File: config.mk
export PLATFORM = sky130hd
export DESIGN_NAME = qspi_arb
export DESIGN_NICKNAME = d
export VERILOG_FILES = /design/src/rtl/qspi_arb.sv
export SDC_FILE = /design/constraint.sdc
export NUM_CORES = 1
export LEC_CHECK = 0
export ABC_AREA = 1
export CAP_MARGIN = 40
export CORE_MARGIN = 1
export CORE_UTILIZATION = 48
export CTS_BUF_LIST = sky130_fd_sc_hd__clkbuf_8
export CTS_CLUSTER_DIAMETER = 150
export DETAILED_ROUTE_END_ITERATION = 8
export PLACE_DENSITY = 0.92
export SETUP_SLACK_MARGIN = 0.02
export SYNTH_ARGS = -nofsm -noshare
export SYNTH_HDL_FRONTEND = slang
export SYNTH_SLANG_ARGS = --single-unit
File: constraint.sdc
create_clock -name clk -period 2.85 [get_ports clk]
set_input_delay 0.285 -clock clk [delete_from_list [all_inputs] [get_ports clk]]
set_output_delay 0.285 -clock clk [all_outputs]
set_load 0.05 [all_outputs]
File: src/rtl/qspi_arb.sv
// qspi_arb: shares the QSPI line engine between icache and dcache with
// round-robin fairness, writeback/refill locking and a transfer watchdog.
//
// state  | meaning
// IDLE   | engine free, arbitrating every cycle
// XFER_I | icache line fill in flight, command frozen
// XFER_D | dcache writeback or fill in flight, command frozen
module qspi_arb #(
  parameter int PA          = 22,
  parameter int LINE_LENGTH = 4,
  parameter int TIMEOUT     = 255,
  localparam int TW         = PA - $clog2(LINE_LENGTH),
  localparam int CW         = $clog2(TIMEOUT + 1)
) (
  input  logic          clk,
  input  logic          reset,
  input  logic          i_req,
  input  logic [TW-1:0] i_tag,
  input  logic          i_rom,
  input  logic          d_req,
  input  logic          d_push,
  input  logic [TW-1:0] d_tag,
  input  logic          d_rom,
  input  logic          q_done,
  output logic          q_req,
  output logic          q_i_d,
  output logic          q_write,
  output logic          q_mem,
  output logic [TW-1:0] q_tag,
  output logic          i_gnt,
  output logic          d_gnt,
  output logic          busy,
  output logic          timeout
);

  typedef enum logic [1:0] {IDLE, XFER_I, XFER_D} state_t;

  // Watchdog counts down from TIMEOUT-1; terminal count at zero gives
  // exactly TIMEOUT cycles of q_req.
  localparam logic [CW-1:0] WD_LOAD = CW'(TIMEOUT - 1);

  state_t        state, state_nxt;
  logic          grant_i, grant_d;
  logic          wd_tc;
  logic          last_d;
  logic          lock;
  logic [CW-1:0] wd_cnt;

  assign grant_d = (state == IDLE) && d_req && (lock || !i_req || !last_d);
  assign grant_i = (state == IDLE) && i_req && !grant_d;
  assign wd_tc   = (wd_cnt == '0);

  always_ff @(posedge clk or posedge reset) begin
    if (reset) state <= IDLE;
    else       state <= state_nxt;
  end

  always_comb begin
    state_nxt = state;
    case (state)
      IDLE: begin
        if (grant_d)      state_nxt = XFER_D;
        else if (grant_i) state_nxt = XFER_I;
      end
      XFER_I, XFER_D: begin
        if (q_done || wd_tc) state_nxt = IDLE;
      end
      default: state_nxt = IDLE;
    endcase
  end

  always_comb begin
    q_req = (state != IDLE);
    i_gnt = (state == XFER_I);
    d_gnt = (state == XFER_D);
    busy  = (state != IDLE);
  end

  // Command capture, round-robin history, lock and watchdog.
  always_ff @(posedge clk or posedge reset) begin
    if (reset) begin
      q_i_d   <= 1'b0;
      q_write <= 1'b0;
      q_mem   <= 1'b0;
      q_tag   <= '0;
      timeout <= 1'b0;
      last_d  <= 1'b0;
      lock    <= 1'b0;
      wd_cnt  <= '0;
    end else begin
      timeout <= 1'b0;
      if (grant_d || grant_i) begin
        q_i_d   <= grant_i;
        q_write <= grant_d && d_push;
        q_mem   <= grant_d ? (d_rom && !d_push) : i_rom;
        q_tag   <= grant_d ? d_tag : i_tag;
        wd_cnt  <= WD_LOAD;
        last_d  <= grant_d;
        lock    <= 1'b0;
      end else if (state != IDLE) begin
        // q_done has priority over a coincident watchdog terminal count
        if (q_done) begin
          lock <= (state == XFER_D) && q_write;
        end else if (wd_tc) begin
          lock    <= 1'b0;
          timeout <= 1'b1;
        end else begin
          wd_cnt <= wd_cnt - 1'b1;
        end
      end
    end
  end

endmodule

* Word-level counts from Yosys, hierarchy flattened
Index checks and enable logic that the tools add are counted.
Word-level totals: word-level logic and storage cells 58, register bits 36, output and inout bits 28, input port bits 48
Cells by class: $add $sub $neg 1, reduce and logical (&&, ||, !) cells 24, multiplexer cells 18, eq/ne operators 6
Operator list (count):
- 2-to-1 mux 8 bit | 4
- 2-to-1 mux 20 bit | 1
- 2-to-1 mux 1 bit | 9
- logical NOT 8 bit | 1
- subtractor 8 x 1 -> 8 bit (second input constant) | 1
- logical AND 1 bit | 7
- 2-to-1 mux 2 bit | 3
- logical NOT 1 bit | 4
- logical OR 1 bit | 4
- != test 2 x 1 -> 1 bit (second input constant) | 2
- case mux 2 bit (2 select lines) | 1
- AND reduction 2 bit | 2
- nonzero test 2 bit | 2
- != test 3 bit (second input constant) | 1
- AND reduction 3 bit | 1
- nonzero test 3 bit | 1
- == test 2 x 1 -> 1 bit (second input constant) | 1
- == test 2 bit (second input constant) | 1
- logical NOT 2 bit | 1
- != test 2 bit (second input constant) | 1
- OR reduction 2 bit | 1

* Logic depth before layout (Yosys ltp)
Gate-level depths: netlist of run 1.
depth in word-level cells 9, depth in mapped cells 11, gate-level depth less buffers 9

* Worst setup path after synthesis of run 1
OpenSTA, ideal clock, no wires.
path kind register -> output, from register state[0], to output q_req, arrival time 1.380 ns, path buffers 2, data required time 2.565 ns, stages on the path, launching flop included 6, path slack 1.185 ns, cell sequence dfrtp_1 > inv_1 > ha_1 > buf_4 > inv_1 > buf_4
On the way: word-level cells in the longest chain between the ends 1
Ends and longest elaborated chain:
- start, declared | line 42 | state_t state, state_nxt;
- start signal, assigned | line 55 | else state <= state_nxt;
- nonzero test 2 bit
- end, declared | line 25 | output logic q_req,
Every way passes these cells.

* Worst setup path after layout of run 1
from register state[1], to output busy
On the way: word-level cells in the longest chain between the ends 1
Ends and longest elaborated chain:
- nonzero test 2 bit | line 76 | busy = (state != IDLE);
- end, declared | line 32 | output logic busy,
Every way passes these cells.

==> results of run 1 <==
[layout make-up]
| type | count | area (um^2) |
|---|---|---|
| clock buffer | 7 | 96.3 |
| clock inverter | 1 | 30.0 |
| fill | 251 | 900 |
| inverter | 20 | 77.6 |
| multi-input combinational | 171 | 843 |
| sequential | 36 | 901 |
| tap | 48 | 60.1 |
| timing repair buffer | 80 | 808 |
[flip-flops by register name, indices dropped and copies added (netlist names)]
name	cells
state	2
q_mem	1
last_d	1
timeout	1
q_write	1
wd_cnt	8
q_tag	20
q_i_d	1
lock	1
[worst max-delay path, stage by stage (launching register included)]
cell	delay (ps)
dfrtp_1	380
inv_1	80
ha_1	310
inv_1	170
clkdlybuf4s50_1	830
[power groups by stage]
stage / sequential (uW) / clock, uW / combinational [uW]
after floorplan: 1440 / 0 / 925
after global placement: 887 / 0 / 2000
after detailed placement: 898 / 0 / 2050
after CTS: 895 / 498 / 2060
after global routing: 924 / 521 / 2210
final: 898 / 489 / 2040
[through the flow]
step / area (um^2) / cells / util / power (uW) / hold WS, ps
finish: 2820 / 363 / 0.758 / 3430 / 175
global route: 2820 / 363 / 0.758 / 3650 / 204
CTS: 2820 / 363 / 0.758 / 3450 / 166
detailed placement: 2690 / 355 / 0.724 / 2940 / 470
global placement: 2660 / 354 / 0.716 / 2880 / 465
floorplan: 1900 / 237 / - / 2360 / 358
[placed cells by master (no fill, tap or decap), types with 2 or more instances in the layout]
| cell | netlist | final |
|---|---|---|
| buf_4 | 4 | 4 |
| clkbuf_8 | 0 | 7 |
| clkdlybuf4s50_1 | 0 | 75 |
| dfrtp_1 | 36 | 36 |
| ha_1 | 5 | 5 |
| inv_1 | 14 | 14 |
| inv_2 | 5 | 5 |
| nand2_1 | 96 | 96 |
| nand2_2 | 8 | 8 |
| nand2_4 | 2 | 2 |
| nand3_1 | 33 | 33 |
| nand4_1 | 3 | 3 |
| nor2_1 | 8 | 8 |
| nor2_2 | 2 | 2 |
| o21ai_0 | 2 | 2 |
| o21ai_1 | 2 | 2 |
| o21ai_2 | 5 | 5 |
[cell families after synthesis]
family,synth area share
AND/OR/NAND/NOR,0.366
flip-flops,0.474
buffers and inverters,0.0817
AO/OA/AOI/OAI,0.0448
adder cells (fa/ha/maj),0.0329
[final timing paths]
check                                      from               endpoint  slack (ps)
hold / removal                            reset  q_tag[13]$_DFFE_PP0P_         180
setup / recovery           state[1]$_DFFE_PP0P_                   busy         510
max in group asynchronous                 reset   q_tag[1]$_DFFE_PP0P_        2140
setup reg to reg           state[1]$_DFFE_PP0P_   q_tag[0]$_DFFE_PP0P_        1090
hold reg to reg            q_tag[7]$_DFFE_PP0P_   q_tag[7]$_DFFE_PP0P_         500
min in group clk           q_tag[7]$_DFFE_PP0P_   q_tag[7]$_DFFE_PP0P_         500
[routing by layer]
layer / GRT usage / share of wire / vias up
met5: 0 / 0 / -
met1: 0.298 / 0.41 / 847
met2: 0.413 / 0.51 / 56
met4: 0.0833 / 0.011 / 0
met3: 0.0863 / 0.073 / 5
li1: - / - / 895
==> impl_metrics.yaml, run 1 <==
synthesis:
  synth_common_cells: "nand2_1 (96), dfrtp_1 (36), nand3_1 (33)"
  synth_edf_count: 0
  synthMostInstantiatedCell: "nand2_1"
  synth_top_area_frac: 0.474
  synth_top_area_cell: "dfrtp_1"
  ys_async_sr_fraction: 1.00
  syn_area_per_cell_um2: 8.01
  syn_area_um2: 1900
  synth_nets: 290
  ys_types: 24
  synth_cells: 237
  synth_seq_cells: 36
  seq_area_frac_synth: 0.474
  synth_warnings: 0
  synth_ff_type: "dfrtp_1"
  yosys-top-cells-area: "dfrtp_1 (47%), nand2_1 (19%), nand3_1 (8.7%)"
setup_path:
  critPathKind: "register to output port"
  crit_path_max_fanout: 8
  rr_worst_depth: 9
  worstPathRequired_ps: 2570
  end_kind: "output port"
  worstPathArrival_ps: 2050
  cp-start-kind: "register"
clock_tree:
  numCtsBuffers: 5
  clkTransAtPathRegs_ps: 80
  cts_tree: "built"
  cts_root_buf: "clkbuf_8"
  ctsHoldBuffers: 0
  cts.sinks: 36
  postCtsSetupBuffers: 0
  cts-resized-gates: 0
  clock_path_buffers: 2
  htree_levels: 2
  clock_latency_ps: 290
placement:
  dp_hpwl_um: 3470
  numPortBuffers: 75
  place_ws_ps: 821
  gp_congestion: 0.810
sta:
  max_freq_ghz: 0.428
  finalMaxSlewViolations: 0
  relSlewSlack: 0.649
  setup_tns_ps: 0
  fin_skew_ps: 8.78
  rsz0062_at_grt: "false"
  min_period_over_period: 0.820
  worst_pin_slew_ps: 525
  min_period_ps: 2340
  setup_ws_ps: 513
  finalSetupViolCount: 0
  final-hold-violation-count: 0
flow_run:
  maxCapViolCount: 0
detailed_routing:
  drt_first_pass_iters: 4
  viasPerCell: 4.97
  wl_per_cell_um: 12.7
  drt-total-wl_um: 4600
  drt-initial-drc-count: 177
  route.vias.total: 1803
  ant_nets: 0
  drc: 0
power_and_ir_drop:
  power.internal_uw: 1730
  p_sw_frac: 0.496
  leakage_uw: 0.00134
  power_density_nw_per_um2: 1220
  p_sw_uw: 1700
  power.share.sequential: 0.262
  vdd_ir_drop_max_mv: 0.752
  pwr-share-comb: 0.596
  clockPowerShare: 0.142
final_layout:
  n_antenna_cell: 0
  area_delta_synth_final_pct: 48.3
  nNetsFinal: 367
  drive_gt1_frac: 0.124
global_routing:
  antenna_found_initial: 0
  grt_max_degree: 25
  grtUsageTotal: 0.249
  first_global_vias: 1732
  gr-total-overflow: 0
  grt_pass1_wl_um: 7930
floorplanning:
  core_area_um2: 3720
  start_util: 0.511
  die_area_um2: 4210
  dieHeight_um: 64.9
  io_pins: 76
  placementRows: 22
  die_w_um: 64.9
min_path:
  min_path_type: "primary input to async pin"
outcome:
  status: "completed"
Power figures use the tool's default switching activity.
==> inputs of run 2 (changes only) <==
--- a/config.mk
+++ b/config.mk
@@ -8,11 +8,11 @@
 export ABC_AREA = 1
 export CAP_MARGIN = 40
 export CORE_MARGIN = 1
-export CORE_UTILIZATION = 48
+export CORE_UTILIZATION = 45
 export CTS_BUF_LIST = sky130_fd_sc_hd__clkbuf_8
 export CTS_CLUSTER_DIAMETER = 150
 export DETAILED_ROUTE_END_ITERATION = 8
-export PLACE_DENSITY = 0.92
+export PLACE_DENSITY = 0.87
 export SETUP_SLACK_MARGIN = 0.02
 export SYNTH_ARGS = -nofsm -noshare
 export SYNTH_HDL_FRONTEND = slang
==> constraint.sdc (replaced) <==
create_clock -name clk -period 2.4 [get_ports clk]
set_input_delay 0.24 -clock clk [delete_from_list [all_inputs] [get_ports clk]]
set_output_delay 0.24 -clock clk [all_outputs]
set_load 0.05 [all_outputs]
==> run 2 against run 1 <==
- worst hold slack improved by 170 ps
- critical path type unchanged
- clock power down 11%
- largest cell class unchanged
- combinational power grew 18%
- largest power group unchanged
==> impl_metrics.yaml, run 2 (synthesized netlist as in run 1, its figures left out) <==
setup_path:
  timing.critical_path.buf_inv: 2
  end_kind: "output port"
  worstPathRequired_ps: 2160
  worstPathArrival_ps: 1800
  cp-start-kind: "register"
  crit_chain: "inv_1 > ha_1 > clkdlybuf4s50_1"
  cp_slowest_cell: "clkdlybuf4s50_1"
  crit_path_max_fanout: 3
  cp_slowest_stage_delay_ps: 820
  ff2ff_setup_slack_ps: 600
  critPathKind: "register to output port"
  crit_family: "buffers and inverters"
global_routing:
  grt_max_degree: 37
  grtUsageTotal: 0.224
  antenna_found_initial: 0
  gr-total-overflow: 0
  first_global_vias: 1759
  grt_pass1_wl_um: 7420
power_and_ir_drop:
  leakage_uw: 0.00133
  power_density_nw_per_um2: 1420
  total_power_uw: 3900
  vdd_ir_drop_max_mv: 0.927
min_path:
  min_path_type: "primary input to async pin"
sta:
  min_period_ps: 2040
  setup_tns_ps: 0
  finalMaxSlewViolations: 0
  final-hold-violation-count: 0
  rsz0062_at_grt: "false"
  fin_skew_ps: 8.12
  finalSetupViolCount: 0
  worst_pin_slew_ps: 519
  min_period_over_period: 0.849
  setup_ws_ps: 363
  max_freq_ghz: 0.491
  relSlewSlack: 0.653
clock_tree:
  cts_root_buf: "clkbuf_8"
  cts_tree: "built"
  clock_latency_ps: 290
  clkTransAtPathRegs_ps: 70
  clock_path_buffers: 2
  postCtsSetupBuffers: 0
  numCtsBuffers: 5
  cts.sinks: 36
  htree_levels: 2
final_layout:
  n_antenna_cell: 0
  largest_register: "q_tag"
  nNetsFinal: 365
  largest_reg_flops: 20
  final_cell_mix: "nand2_1 (96), clkdlybuf4s50_1 (73), dfrtp_1 (36)"
  final_common_cell: "nand2_1"
  area_delta_synth_final_pct: 44.9
  reg.largest.list: "q_tag x20, wd_cnt x8, state x2"
  drive_gt1_frac: 0.112
  post-route-util: 0.683
detailed_routing:
  drt_first_pass_iters: 4
  ant_nets: 0
  viasPerCell: 4.99
  drt-total-wl_um: 4380
  route.vias.total: 1810
  wl_per_cell_um: 12.1
  drt-initial-drc-count: 63
  drc: 0
placement:
  numPortBuffers: 75
  place_ws_ps: 431
  dp_hpwl_um: 3240
  gp_congestion: 0.774
floorplanning:
  start_util: 0.471
  io_pins: 76
  dieHeight_um: 67.0
  die_w_um: 67.0
  placementRows: 23
  die_area_um2: 4480
  core_area_um2: 4030
outcome:
  status: "completed"
flow_run:
  maxCapViolCount: 0
==> run 2: area by class of cell <==
type                       instances  area (um^2)
fill                             338         1280
sequential                        36          901
multi-input combinational        171          843
timing repair buffer              78          778
clock buffer                       6         82.6
inverter                          20         77.6
tap                               50         62.6
clock inverter                     2         7.51
==> run 2: per-stage QoR <==
| stage | instances | hold slack (ps) | area (um^2) |
|---|---|---|---|
| final | 363 | 344 | 2750 |
| after global routing | 363 | 412 | 2750 |
| after CTS | 363 | 359 | 2750 |
| after detailed placement | 355 | 475 | 2660 |
| after global placement | 355 | 464 | 2660 |
| after floorplan | 237 | 313 | 1900 |
==> run 2: path summary, 6_finish.rpt <==
path                                       startpoint                    end  cells past startpoint
max in group asynchronous                       reset   q_tag[9]$_DFFE_PP0P_                      3
min in group clk                wd_cnt[7]$_DFFE_PP0P_  wd_cnt[7]$_DFFE_PP0P_                      2
worst max register to register   state[0]$_DFFE_PP0P_   q_tag[7]$_DFFE_PP0P_                      9
worst max-delay path             state[0]$_DFFE_PP0P_                  d_gnt                      3
worst min register to register  wd_cnt[7]$_DFFE_PP0P_  wd_cnt[7]$_DFFE_PP0P_                      2
worst min-delay path                            reset     last_d$_DFFE_PP0P_                      3
==> run 2: worst reg2reg max path, cell delays in order, from the launching register on <==
cell,delay [ps]
dfrtp_1,400
inv_1,100
ha_1,370
nand2_1,130
inv_2,70
nand2_2,80
inv_4,230
nor2_8,130
nand2_1,90
nand3_1,70
==> run 2: where the power goes <==
group / total [uW] / switching [uW] / internal (uW)
clock: 437 / 211 / 226
sequential: 1060 / 175 / 884
combinational: 2410 / 1610 / 796
total: 3900 / 2000 / 1900
==> run 2: routing by layer <==
layer  GRT usage  vias to the layer above  part of all wire
li1            -                      889                 -
met1       0.256                      857              0.41
met2       0.367                       56              0.49
met3      0.0839                        8             0.072
met4       0.104                        0             0.022
met5           0                        -                 0
==> run 2: repair_timing <==
action                     CTS  global route
setup endpoints to repair    0             2
hold buffers                 0             0
gates resized for setup      0             2
==> inputs of run 3 (changes only) <==
--- a/config.mk
+++ b/config.mk
@@ -8,11 +8,11 @@
 export ABC_AREA = 1
 export CAP_MARGIN = 40
 export CORE_MARGIN = 1
-export CORE_UTILIZATION = 45
+export CORE_UTILIZATION = 40
 export CTS_BUF_LIST = sky130_fd_sc_hd__clkbuf_8
 export CTS_CLUSTER_DIAMETER = 150
 export DETAILED_ROUTE_END_ITERATION = 8
-export PLACE_DENSITY = 0.87
+export PLACE_DENSITY = 0.82
 export SETUP_SLACK_MARGIN = 0.02
 export SYNTH_ARGS = -nofsm -noshare
 export SYNTH_HDL_FRONTEND = slang
==> constraint.sdc (replaced) <==
create_clock -name clk -period 1.6 [get_ports clk]
set_input_delay 0.16 -clock clk [delete_from_list [all_inputs] [get_ports clk]]
set_output_delay 0.16 -clock clk [all_outputs]
set_load 0.05 [all_outputs]
==> run 3 against run 2 <==
- wire length up 8.2%
- the flow now finishes with violations (design-rule violations)
- sequential power up 51%
- flip-flop and latch count unchanged
- via count up 1.0%
==> impl_metrics.yaml, run 3 (synthesized netlist as in run 1, its figures left out) <==
outcome:
  status: "finished with violations"
  failed_checks: "design-rule violations"
detailed_routing:
  wl_per_cell_um: 12.8
  drt-initial-drc-count: 79
  ant_nets: 0
  viasPerCell: 4.94
  drt-total-wl_um: 4740
  drt_first_pass_iters: 8
  route.vias.total: 1829
  drc: 2
power_and_ir_drop:
  p_sw_uw: 3110
  p_sw_frac: 0.490
  power.internal_uw: 3230
  pwr-share-comb: 0.609
  power_density_nw_per_um2: 2220
  leakage_uw: 0.00141
  clockPowerShare: 0.138
  vdd_ir_drop_max_mv: 1.36
  power.share.sequential: 0.253
setup_path:
  crit_path_max_fanout: 8
  r2r_start: "state[1]$_DFFE_PP0P_"
  critPathKind: "register to output port"
  r2r_end: "q_tag[5]$_DFFE_PP0P_"
  rr_worst_depth: 6
  end_kind: "output port"
  cp-start-kind: "register"
  ff2ff_setup_slack_ps: 110
  worstPathRequired_ps: 1440
  worstPathArrival_ps: 1340
sta:
  rsz0062_at_grt: "false"
  worst_pin_slew_ps: 456
  min_period_ps: 1500
  min_period_over_period: 0.937
  relSlewSlack: 0.696
  max_freq_ghz: 0.667
  finalSetupViolCount: 0
  fin_skew_ps: 2.60
  final-hold-violation-count: 0
  setup_tns_ps: 0
  finalMaxSlewViolations: 0
  setup_ws_ps: 101
final_layout:
  drive_gt1_frac: 0.230
  reg.largest.list: "q_tag x20, wd_cnt x8, state x2"
  nNetsFinal: 370
  n_antenna_cell: 0
  fillers: 359
  layout.area.seq_um2: 901
  final_common_cell: "nand2_1"
  multiInputGateArea_um2: 877
  largest_register: "q_tag"
  instances_no_fill: 370
  largest_reg_flops: 20
  area_delta_synth_final_pct: 50.5
  final_cell_mix: "nand2_1 (96), clkdlybuf4s50_1 (47), dfrtp_1 (36)"
floorplanning:
  placementRows: 24
  die_w_um: 70.9
  start_util: 0.427
  io_pins: 76
  dieHeight_um: 70.9
  die_area_um2: 5030
  core_area_um2: 4440
clock_tree:
  cts_tree: "built"
  clkTransAtPathRegs_ps: 70
  numCtsBuffers: 5
  cts.sinks: 36
  htree_levels: 2
  cts_root_buf: "clkbuf_8"
  ctsHoldBuffers: 0
  clock_latency_ps: 280
  clock_path_buffers: 2
placement:
  placedCellCount: 360
  gp_congestion: 0.764
  dp_hpwl_um: 3460
  place_ws_ps: -42.8
  numPortBuffers: 75
global_routing:
  gr-total-overflow: 0
  grtUsageTotal: 0.198
  grt_pass1_wl_um: 7760
  first_global_vias: 1776
  antenna_found_initial: 0
  grt_max_degree: 37
flow_run:
  maxCapViolCount: 0
min_path:
  min_path_type: "primary input to async pin"
## run 3: cell count changes in the layout (fill, tap and decap cells not counted), moves of 2 or more
cell / previous run / this run
inv_1: 16 / 13
dlymetal6s2s_1: 2 / 0
buf_4: 3 / 28
buf_12: 0 / 6
clkdlybuf4s50_1: 73 / 47
## run 3: how the worst max path moves through the flow
stage | end | cells after the start | from
after global routing | q_tag[18]$_DFFE_PP0P_ | 6 | state[1]$_DFFE_PP0P_
after global placement | wd_cnt[4]$_DFFE_PP0P_ | 5 | i_req
after floorplan | q_req | 5 | state[0]$_DFFE_PP0P_
after detailed placement | q_tag[14]$_DFFE_PP0P_ | 6 | state[0]$_DFFE_PP0P_
final | q_req | 4 | state[1]$_DFFE_PP0P_
after CTS | busy | 4 | state[0]$_DFFE_PP0P_
## run 3: cell type report
| type | count | area share |
|---|---|---|
| clock buffers | 7 | 0.0337 |
| clock inverters | 1 | 0.0105 |
| inverters | 20 | 0.0271 |
| multi-input cells | 172 | 0.307 |
| flip-flops and latches | 36 | 0.315 |
| well taps | 52 | 0.0228 |
| repair buffers | 82 | 0.284 |
## run 3: per-stage QoR
step / hold slack [ps] / cell area [um^2] / util / power (uW)
after floorplan: 233 / 1900 / - / 4200
after global placement: 466 / 2690 / 0.605 / 5270
after detailed placement: 480 / 2690 / 0.605 / 5370
after CTS: 297 / 2820 / 0.634 / 6260
after global routing: 332 / 2860 / 0.643 / 6750
final: 277 / 2860 / 0.643 / 6340
## run 3: per-layer routing
metal  GRT usage  wire, um
met3      0.0655       365
met5           0         0
met1       0.217      1860
met4      0.0600        55
met2       0.364      2460
## run 3: worst max-delay path, stage by stage, from the launching register on
cell and delay, ps:
dfrtp_1 400, inv_1 130, ha_4 210, inv_1 140, buf_12 180
## run 3: repair_timing
action                                 in CTS  in global routing
pin swaps                                   0                  2
endpoints found under the hold margin       0                  0
cloned                                      0                  1
buffers inserted                            0                  1
gates resized for setup                     1                  5
setup endpoints to repair                  25                 32
## run 3: power groups by stage
stage / Sequential (uW) / Combinational [uW] / Clock [uW]
after floorplan: 2560 / 1650 / 0
after global placement: 1600 / 3670 / 0
after detailed placement: 1600 / 3760 / 0
after CTS: 1600 / 3780 / 886
after global routing: 1650 / 4170 / 924
final: 1600 / 3860 / 874
